### config.mk
export PLATFORM = sky130hd
export DESIGN_NAME = stage_bias_ctrl
export DESIGN_NICKNAME = d
export VERILOG_FILES = /design/src/rtl/stage_bias_ctrl_pkg.sv /design/src/rtl/stage_bias_skid.sv /design/src/rtl/stage_bias_ctrl.sv
export SDC_FILE = /design/constraint.sdc
export NUM_CORES = 1
export LEC_CHECK = 0
export ABC_CLOCK_PERIOD_IN_PS = 3100
export BUFFER_PORTS_ARGS = -buffer_cell sky130_fd_sc_hd__buf_2
export CAP_MARGIN = 10
export CORE_MARGIN = 1.5
export CORE_UTILIZATION = 51
export CTS_CLUSTER_SIZE = 20
export DETAILED_ROUTE_END_ITERATION = 10
export GPL_ROUTABILITY_DRIVEN = 0
export PLACE_DENSITY_LB_ADDON = 0.3
export SLEW_MARGIN = 20
export SYNTH_ARGS = -nofsm -noshare
export SYNTH_HDL_FRONTEND = slang
export SYNTH_SLANG_ARGS = --single-unit
### constraint.sdc
create_clock -name clk -period 3.1 [get_ports clk]
set_input_delay 0.465 -clock clk [delete_from_list [all_inputs] [get_ports clk]]
set_output_delay 0.465 -clock clk [all_outputs]
set_load 0.02 [all_outputs]
### src/rtl/stage_bias_ctrl_pkg.sv
// Shared types and sizing for the stage bias sequencer: bias word layout and FSM states.
package stage_bias_ctrl_pkg;

  localparam int unsigned BIAS_WIDTH = 32;
  localparam int unsigned BIAS_AW    = 3;
  localparam int unsigned BIAS_DEPTH = 2 ** BIAS_AW;

  typedef struct packed {
    logic [BIAS_WIDTH-1:0] data;
    logic [BIAS_AW-1:0]    idx;
    logic                  last;
  } bias_word_t;

  typedef enum logic [1:0] {
    ST_IDLE  = 2'd0,
    ST_RUN   = 2'd1,
    ST_DRAIN = 2'd2,
    ST_DONE  = 2'd3
  } state_t;

endpackage

### src/rtl/stage_bias_skid.sv
// 2-entry valid/ready FIFO; when empty the incoming word flows straight to the head.
module stage_bias_skid #(
  parameter int unsigned PW = 8
) (
  input  logic          clk,
  input  logic          reset,
  input  logic          i_valid,
  input  logic [PW-1:0] i_data,
  output logic          o_valid,
  input  logic          i_ready,
  output logic [PW-1:0] o_data,
  output logic [1:0]    o_count
);

  logic [PW-1:0] r_mem [2];
  logic          r_rd;
  logic          r_wr;
  logic [1:0]    r_cnt;

  logic w_empty;
  logic w_pop;
  logic w_push;
  logic w_pop_mem;

  assign w_empty   = (r_cnt == 2'd0);
  assign o_valid   = !w_empty || i_valid;
  assign o_data    = !w_empty ? r_mem[r_rd] : (i_valid ? i_data : '0);
  assign o_count   = r_cnt;
  assign w_pop     = o_valid && i_ready;
  // A word consumed on the bypass path never enters storage.
  assign w_push    = i_valid && !(w_empty && i_ready);
  assign w_pop_mem = w_pop && !w_empty;

  always_ff @(posedge clk) begin
    if (reset) begin
      r_mem[0] <= '0;
      r_mem[1] <= '0;
      r_rd     <= 1'b0;
      r_wr     <= 1'b0;
      r_cnt    <= 2'd0;
    end else begin
      if (w_push) begin
        r_mem[r_wr] <= i_data;
        r_wr        <= ~r_wr;
      end
      if (w_pop_mem) begin
        r_rd <= ~r_rd;
      end
      r_cnt <= r_cnt + 2'(w_push) - 2'(w_pop_mem);
    end
  end

endmodule

### src/rtl/stage_bias_ctrl.sv
// Bias memory sequencer: loader writes while idle, then streams biases 0..len-1 on start.
// Optional stall counter output enabled by STAGE_BIAS_CTRL_STALL_CNT_EN.
module stage_bias_ctrl
  import stage_bias_ctrl_pkg::*;
#(
  parameter int unsigned WIDTH = BIAS_WIDTH,
  parameter int unsigned AW    = BIAS_AW
) (
  input  logic             clk,
  input  logic             reset,
  input  logic [AW:0]      cfg_len,
  input  logic             start,
  output logic             busy,
  output logic             done,
  input  logic             ld_valid,
  output logic             ld_ready,
  input  logic [AW-1:0]    ld_addr,
  input  logic [WIDTH-1:0] ld_data,
  output logic             mem_wr_en,
  output logic [AW-1:0]    mem_wr_addr,
  output logic [WIDTH-1:0] mem_wr_data,
  output logic             mem_rd_en,
  output logic [AW-1:0]    mem_rd_addr,
  input  logic [WIDTH-1:0] mem_rd_data,
  output logic             bias_valid,
  input  logic             bias_ready,
  output logic [WIDTH-1:0] bias_data,
  output logic [AW-1:0]    bias_idx,
  output logic             bias_last
`ifdef STAGE_BIAS_CTRL_STALL_CNT_EN
  ,
  output logic [15:0]      stall_cnt
`endif
);

  localparam int unsigned PW      = WIDTH + AW + 1;
  localparam logic [AW:0] DEPTH_L = (AW+1)'(2 ** AW);

  state_t        r_state;
  state_t        w_state_nxt;
  logic [AW:0]   r_len;
  logic [AW:0]   r_rd_ptr;
  logic          r_pend;
  logic [AW-1:0] r_pend_idx;
  logic          r_pend_last;

  logic [AW:0]   w_len_clamp;
  logic          w_start_acc;
  logic          w_credit_ok;
  logic          w_issue;
  logic          w_issue_last;
  logic          w_last_acc;
  logic          w_wr;
  logic [1:0]    w_skid_cnt;
  logic          w_skid_valid;
  logic [PW-1:0] w_skid_in;
  logic [PW-1:0] w_skid_out;

  assign w_len_clamp  = (cfg_len > DEPTH_L) ? DEPTH_L : cfg_len;
  assign w_start_acc  = (r_state == ST_IDLE) && start;
  // Reads in flight plus buffered words never exceed the two skid slots.
  assign w_credit_ok  = (2'(r_pend) + w_skid_cnt) < 2'd2;
  assign w_issue_last = (r_rd_ptr == (r_len - (AW+1)'(1)));
  assign w_last_acc   = w_skid_valid && bias_ready && bias_last;

  always_comb begin
    w_state_nxt = r_state;
    w_issue     = 1'b0;
    busy        = 1'b0;
    done        = 1'b0;
    case (r_state)
      ST_IDLE: begin
        if (start) begin
          w_state_nxt = (w_len_clamp == '0) ? ST_DONE : ST_RUN;
        end
      end
      ST_RUN: begin
        busy = 1'b1;
        if (w_credit_ok) begin
          w_issue = 1'b1;
          if (w_issue_last) begin
            w_state_nxt = ST_DRAIN;
          end
        end
      end
      ST_DRAIN: begin
        busy = 1'b1;
        if (w_last_acc) begin
          w_state_nxt = ST_DONE;
        end
      end
      ST_DONE: begin
        done        = 1'b1;
        w_state_nxt = ST_IDLE;
      end
      default: w_state_nxt = ST_IDLE;
    endcase
  end

  always_ff @(posedge clk) begin
    if (reset) begin
      r_state     <= ST_IDLE;
      r_len       <= '0;
      r_rd_ptr    <= '0;
      r_pend      <= 1'b0;
      r_pend_idx  <= '0;
      r_pend_last <= 1'b0;
    end else begin
      r_state <= w_state_nxt;
      if (w_start_acc) begin
        r_len    <= w_len_clamp;
        r_rd_ptr <= '0;
      end else if (w_issue) begin
        r_rd_ptr <= r_rd_ptr + (AW+1)'(1);
      end
      r_pend      <= w_issue;
      r_pend_idx  <= r_rd_ptr[AW-1:0];
      r_pend_last <= w_issue_last;
    end
  end

  // Loader writes pass straight through; a simultaneous start takes priority.
  assign ld_ready    = (r_state == ST_IDLE) && !start;
  assign w_wr        = ld_valid && ld_ready;
  assign mem_wr_en   = w_wr;
  assign mem_wr_addr = w_wr ? ld_addr : '0;
  assign mem_wr_data = w_wr ? ld_data : '0;

  assign mem_rd_en   = w_issue;
  assign mem_rd_addr = w_issue ? r_rd_ptr[AW-1:0] : '0;

  assign w_skid_in = {mem_rd_data, r_pend_idx, r_pend_last};

  stage_bias_skid #(
    .PW (PW)
  ) u_skid (
    .clk     (clk),
    .reset   (reset),
    .i_valid (r_pend),
    .i_data  (w_skid_in),
    .o_valid (w_skid_valid),
    .i_ready (bias_ready),
    .o_data  (w_skid_out),
    .o_count (w_skid_cnt)
  );

  assign bias_valid = w_skid_valid;
  assign {bias_data, bias_idx, bias_last} = w_skid_out;

`ifdef STAGE_BIAS_CTRL_STALL_CNT_EN
  logic [15:0] r_stall_cnt;

  always_ff @(posedge clk) begin
    if (reset) begin
      r_stall_cnt <= 16'd0;
    end else if (w_start_acc) begin
      r_stall_cnt <= 16'd0;
    end else if (w_skid_valid && !bias_ready && (r_stall_cnt != 16'hFFFF)) begin
      r_stall_cnt <= r_stall_cnt + 16'd1;
    end
  end

  assign stall_cnt = r_stall_cnt;
`endif

endmodule

# Word-level counts from Yosys, hierarchy flattened
# Memory sizes are Yosys's and may differ from the RTL's. A register that Yosys moved wholly into a read port is not among the register bits.
# Index checks and enable logic that the tools add are counted.
# word_totals
register_bits	19
mem_count	1
ramBits	72
# op_classes
n_eq_ne	8
reduce_logical	19
bitwise_logic	2
addsub	5
order_cmp	2
n_mux	26
# memory_table
memory	words	width	rd	rd_clocked_by_memory_dff	write_ports	line	source
u_skid.r_mem	2	36	1	1	2	stage_bias_skid.sv:15	logic [PW-1:0] r_mem [2];
# ops
operator	count
2-to-1 mux 36 bit	3
OR reduction 36 bit	1
2-to-1 mux 32 bit	1
2-to-1 mux 1 bit	13
2-to-1 mux 2 bit	5
logical AND 1 bit	8
!= test 2 bit (second input constant)	4
one-hot mux 2 bit (4 select lines)	1
2-to-1 mux 3 bit	2
adder 4 x 1 -> 4 bit (second input constant)	1
== test 2 bit (second input constant)	2
== test 4 bit	1
> comparator 4 bit (second input constant)	1
logical NOT 2 bit	2
logical NOT 4 bit	1
2-to-1 mux 4 bit	1
AND reduction 4 bit	1
OR reduction 2 bit	2
subtractor 4 x 1 -> 4 bit (second input constant)	1
logical NOT 1 bit	3
adder 1 x 2 -> 2 bit	1
adder 2 x 1 -> 2 bit	1
== test 2 x 1 -> 1 bit (second input constant)	1
less-than comparator 2 bit (second input constant)	1
other kinds (3)	4

# Longest topological paths before layout
# depth
word_depth	9
depth_mapped	8

# Cells and area by module
# A second synthesis with hierarchy kept.
# hier_totals
hier_cells	432
area_unflattened_um2	4798.4
# by_module_without_submodules
module	cells_each	seq_area_each_um2	area_per_inst_um2	n_inst
stage_bias_skid	304	2262.2	3739.8	1
stage_bias_ctrl	128	300.3	1058.5	1

# Worst setup path before layout
# Ideal clock, no wire load.
# synth_path
path_kind	register to register
startpoint	register u_skid.r_cnt[1] (netlist: u_skid.o_count[1])
endpoint	memory u_skid.r_mem[0][0] (netlist bit), enable pin
required_ns	2.663
stages_incl_launch_ff	5
arrival_ns	2.402
slack_ns	0.261
n_path_buf	0
path_cell_list	dfxtp_1 nor2_2 nand2_1 nand2_1 o21bai_1
# synth_rtl
item	line	source
start, declared	stage_bias_skid.sv:18	logic [1:0] r_cnt;
start signal, assigned	stage_bias_skid.sv:49	r_cnt <= r_cnt + 2'(w_push) - 2'(w_pop_mem);
end, declared	stage_bias_skid.sv:15	

# Worst setup path after layout
# layout_path
startpoint	register r_pend
endpoint	output port mem_rd_addr[1]
# layout_via
elab_chain_cells	5
# layout_lines
item	line	source
start, declared	stage_bias_ctrl.sv:43	logic r_pend;
start signal, assigned	stage_bias_ctrl.sv:116	r_pend <= w_issue;
adder 1 x 2 -> 2 bit	stage_bias_ctrl.sv:62	assign w_credit_ok = (2'(r_pend) + w_skid_cnt) < 2'd2;
less-than comparator 2 bit	stage_bias_ctrl.sv:62	
2-to-1 mux 1 bit	stage_bias_ctrl.sv:79	if (w_credit_ok) begin
2-to-1 mux 1 bit	stage_bias_ctrl.sv:71	case (r_state)
2-to-1 mux 3 bit	stage_bias_ctrl.sv:130	assign mem_rd_addr = w_issue ? r_rd_ptr[AW-1:0] : '0;
end, declared	stage_bias_ctrl.sv:23	output logic [AW-1:0] mem_rd_addr,
# No other way between the ends.

==> qor.yml <==
synthSimpleGateAreaFrac_pct: 24.12
syn_avg_cell_area_um2: 10.97
drc: 0
synth.mux.area_fraction_pct: 8.324
num_antenna_cells: 0
whs_path_depth: 3
place_hpwl_um: 7805
power_mw: 4.267
run_status: "finished, final reports clean"
syn_nets: 514
die_height_um: 99.05
synth_top_family_by_area: "simple AND/OR/NAND/NOR gates"
slew-limit-headroom_pct: 39.08
drt-pass1-iter-count: 4
synth_flop_cell: "edfxtp_1"
post-route-min-period_ps: 2626
coreArea_um2: 8848
cts_sinks: 92
async_flop_share_pct: 0
num_vias: 3670
htreeDepth: 3
cts_buffers: 9
start_util_pct: 53.17
viasPerCell: 5.342
ios: 156
rrSetupSlack_ps: 810
clk_root_buffer_cell: "clkbuf_8"
grt-ovfl-total: 0
fmax_ghz: 0.3808
postCtsSetupRepairBufs: 0
r2r-end: "u_skid.r_mem[1][5]$_SDFFCE_PN0P_"
r2r-start: "u_skid.o_count[1]$_SDFF_PP0_"
crit_required_ps: 2630
cts_resized: 0
wl_per_cell_um: 16.17
dieArea_um2: 9810
cts_hold_buf: 0
clock_path_buffers: 2
totalWireLength_um: 11110
detail-route-antenna-nets: 0
grt_pass1_wl_um: 17110
maxCapViolations: 0
nNetsFinal: 659
critPathLaunch: "r_pend$_SDFF_PP0_"
syn_area_um2: 4705
synth_edf_count: 72
pre_cts_ws_ps: 796.5
port_buffers: 155
p_leak_nw: 2.681
synthCells: 429
drive_gt1_share_pct: 32.47
syn_to_final_growth_pct: 24.68
ys_seq_area_share_pct: 54.47
fin_ws_ps: 473.8
skew_ps: 9.970
synth_fa_ha_area_share_pct: 2.394
setup.worst_path.end_class: "output pin"
dr.first_iter.drc_count: 204
min_path_type: "primary input to flop"
finalHoldViolCount: 0
synth_xor_area_share_pct: 2.420
cts_tree: "built"
antenna_found_initial: 0
rsz0062_at_grt: "false"
cp-endpoint: "mem_rd_addr[1]"
clk_latency_ps: 350
track_usage_pct: 22.73
synth_cell_types: 35
cp_max_fo: 17
crit_type: "flop to output pin"
grt_pass1_vias: 3536
rr_worst_depth: 5
cts.reportedPaths.clkPinSlew_ps: 90
die_w_um: 99.05
whs_ps: 408.8
setup_tns_ps: 0
cp.arrival_ps: 2160
tightest_slew_ps: 913.7
std_cell_rows: 34
placed_cell_area_um2: 5595
maxSlewViolCount: 0
synth_compound_area_share_pct: 5.133
power.density_nw_per_um2: 727.4
finish.instance_area_um2: 5866
grt_max_degree: 40
yosys_warnings: 0
ys_seq_elements: 92
startpoint_type: "flop"
final.period_utilization_pct: 84.72
finalSetupViolations: 0
ir_drop_uv: 451.2
## layer usage
layer | up-vias | global-route usage, % | wire length [um]
met4 | 0 | 6.044 | 110
met3 | 10 | 5.390 | 735
met5 | - | 0 | 0
met1 | 1720 | 25.62 | 4453
li1 | 1808 | - | -
met2 | 132 | 42.81 | 5808
## logic make-up after synthesis
logic type               count (synthesis)
multiplexers                            39
flip-flops                              92
buffers and inverters                   38
AND/OR/NAND/NOR                        193
AO/OA/AOI/OAI                           45
adder cells (fa/ha/maj)                  9
XOR/XNOR                                13
## stage by stage
stage,std cells,utilization [%]
after floorplan,429,-
after global placement,669,63.24
after detailed placement,669,63.24
after CTS,685,65.85
after global routing,687,66.29
final,687,66.29
## worst min path at each step
| stage | from | to | slack, ps |
|---|---|---|---|
| 2_1_floorplan | r_len[3]$_SDFFE_PP0P_ | r_len[3]$_SDFFE_PP0P_ | 450 |
| 3_3_place_gp | r_len[3]$_SDFFE_PP0P_ | r_len[3]$_SDFFE_PP0P_ | 460 |
| 3_5_place_dp | r_len[3]$_SDFFE_PP0P_ | r_len[3]$_SDFFE_PP0P_ | 470 |
| 4_1_cts | start | r_len[3]$_SDFFE_PP0P_ | 400 |
| 5_1_grt | start | r_len[3]$_SDFFE_PP0P_ | 400 |
| 6_report | start | r_len[3]$_SDFFE_PP0P_ | 410 |
## Yosys cell counts (2+ instances only)
master,instances,area (um2)
mux2i_1,38,380.4
ha_1,9,112.6
o21a_1,2,15.01
xnor2_1,5,43.79
nor3_1,5,25.02
nor2b_1,7,43.79
nor3b_1,3,22.52
nand3_1,36,180.2
and2_1,76,475.5
clkbuf_1,26,97.59
buf_2,4,20.02
edfxtp_1,72,2162
o21ai_0,35,175.2
a21oi_1,4,20.02
nor3b_2,2,25.02
inv_1,8,30.03
dfxtp_1,20,400.4
nor2_1,13,48.80
nand4_1,2,12.51
nand2_1,6,22.52
xor2_1,8,70.07
and3_1,35,219.0
## report_power, final
part / internal (mW) / switching [mW] / leakage, nW
Combinational: 0.645 / 1.12 / 1.65
Clock: 0.491 / 0.413 / 0.120
Sequential: 1.47 / 0.120 / 0.909
Total: 2.61 / 1.66 / 2.68
## critical path, cell delays in order, from the launching register on
cell and delay, ps:
dfxtp_1 550, buf_4 300, a21boi_1 120, nor3b_2 480, and2_1 200, buf_2 160
## state kept, by name (all words and copies together) (netlist names), named ones only
name and cells:
u_skid.r_wr 1, r_pend 1, r_pend_idx 3, u_skid.o_count 2, r_rd_ptr 4, u_skid.r_rd 1
r_state 2, r_pend_last 1, r_len 4, u_skid.r_mem 72
## final cells by class
type                            count  area, um2
Fill cell                         730       2983
Sequential cell                    92       2564
Multi-Input combinational cell    299       2026
Timing Repair Buffer              164      879.6
Clock buffer                       13      191.4
Tap cell                          108      135.1
Clock inverter                      3      40.04
Inverter                            8      30.03
## placed cells by master (no fill, tap or decap), drive strengths merged
master and n:
mux2i 38, and3 35, bufinv 1, nor4bb 1, edfxtp 72, a41oi 1, and2 76, nand3 36
a21oi 4, nor2b 7, buf 164, o21ai 35, nor3 6, nor3b 5, and3b 1, nor4 1
ha 9, xor2 8, a21boi 2, xnor2 5, nand2b 1, o21a 2, nand4 2, inv 8
dfxtp 20, nor2 14, clkinv 2, nand2 6, o21bai 1, or3 1, or2 1, clkbuf 13
mux2 1
Note: power is estimated with default switching activity, not from simulation.
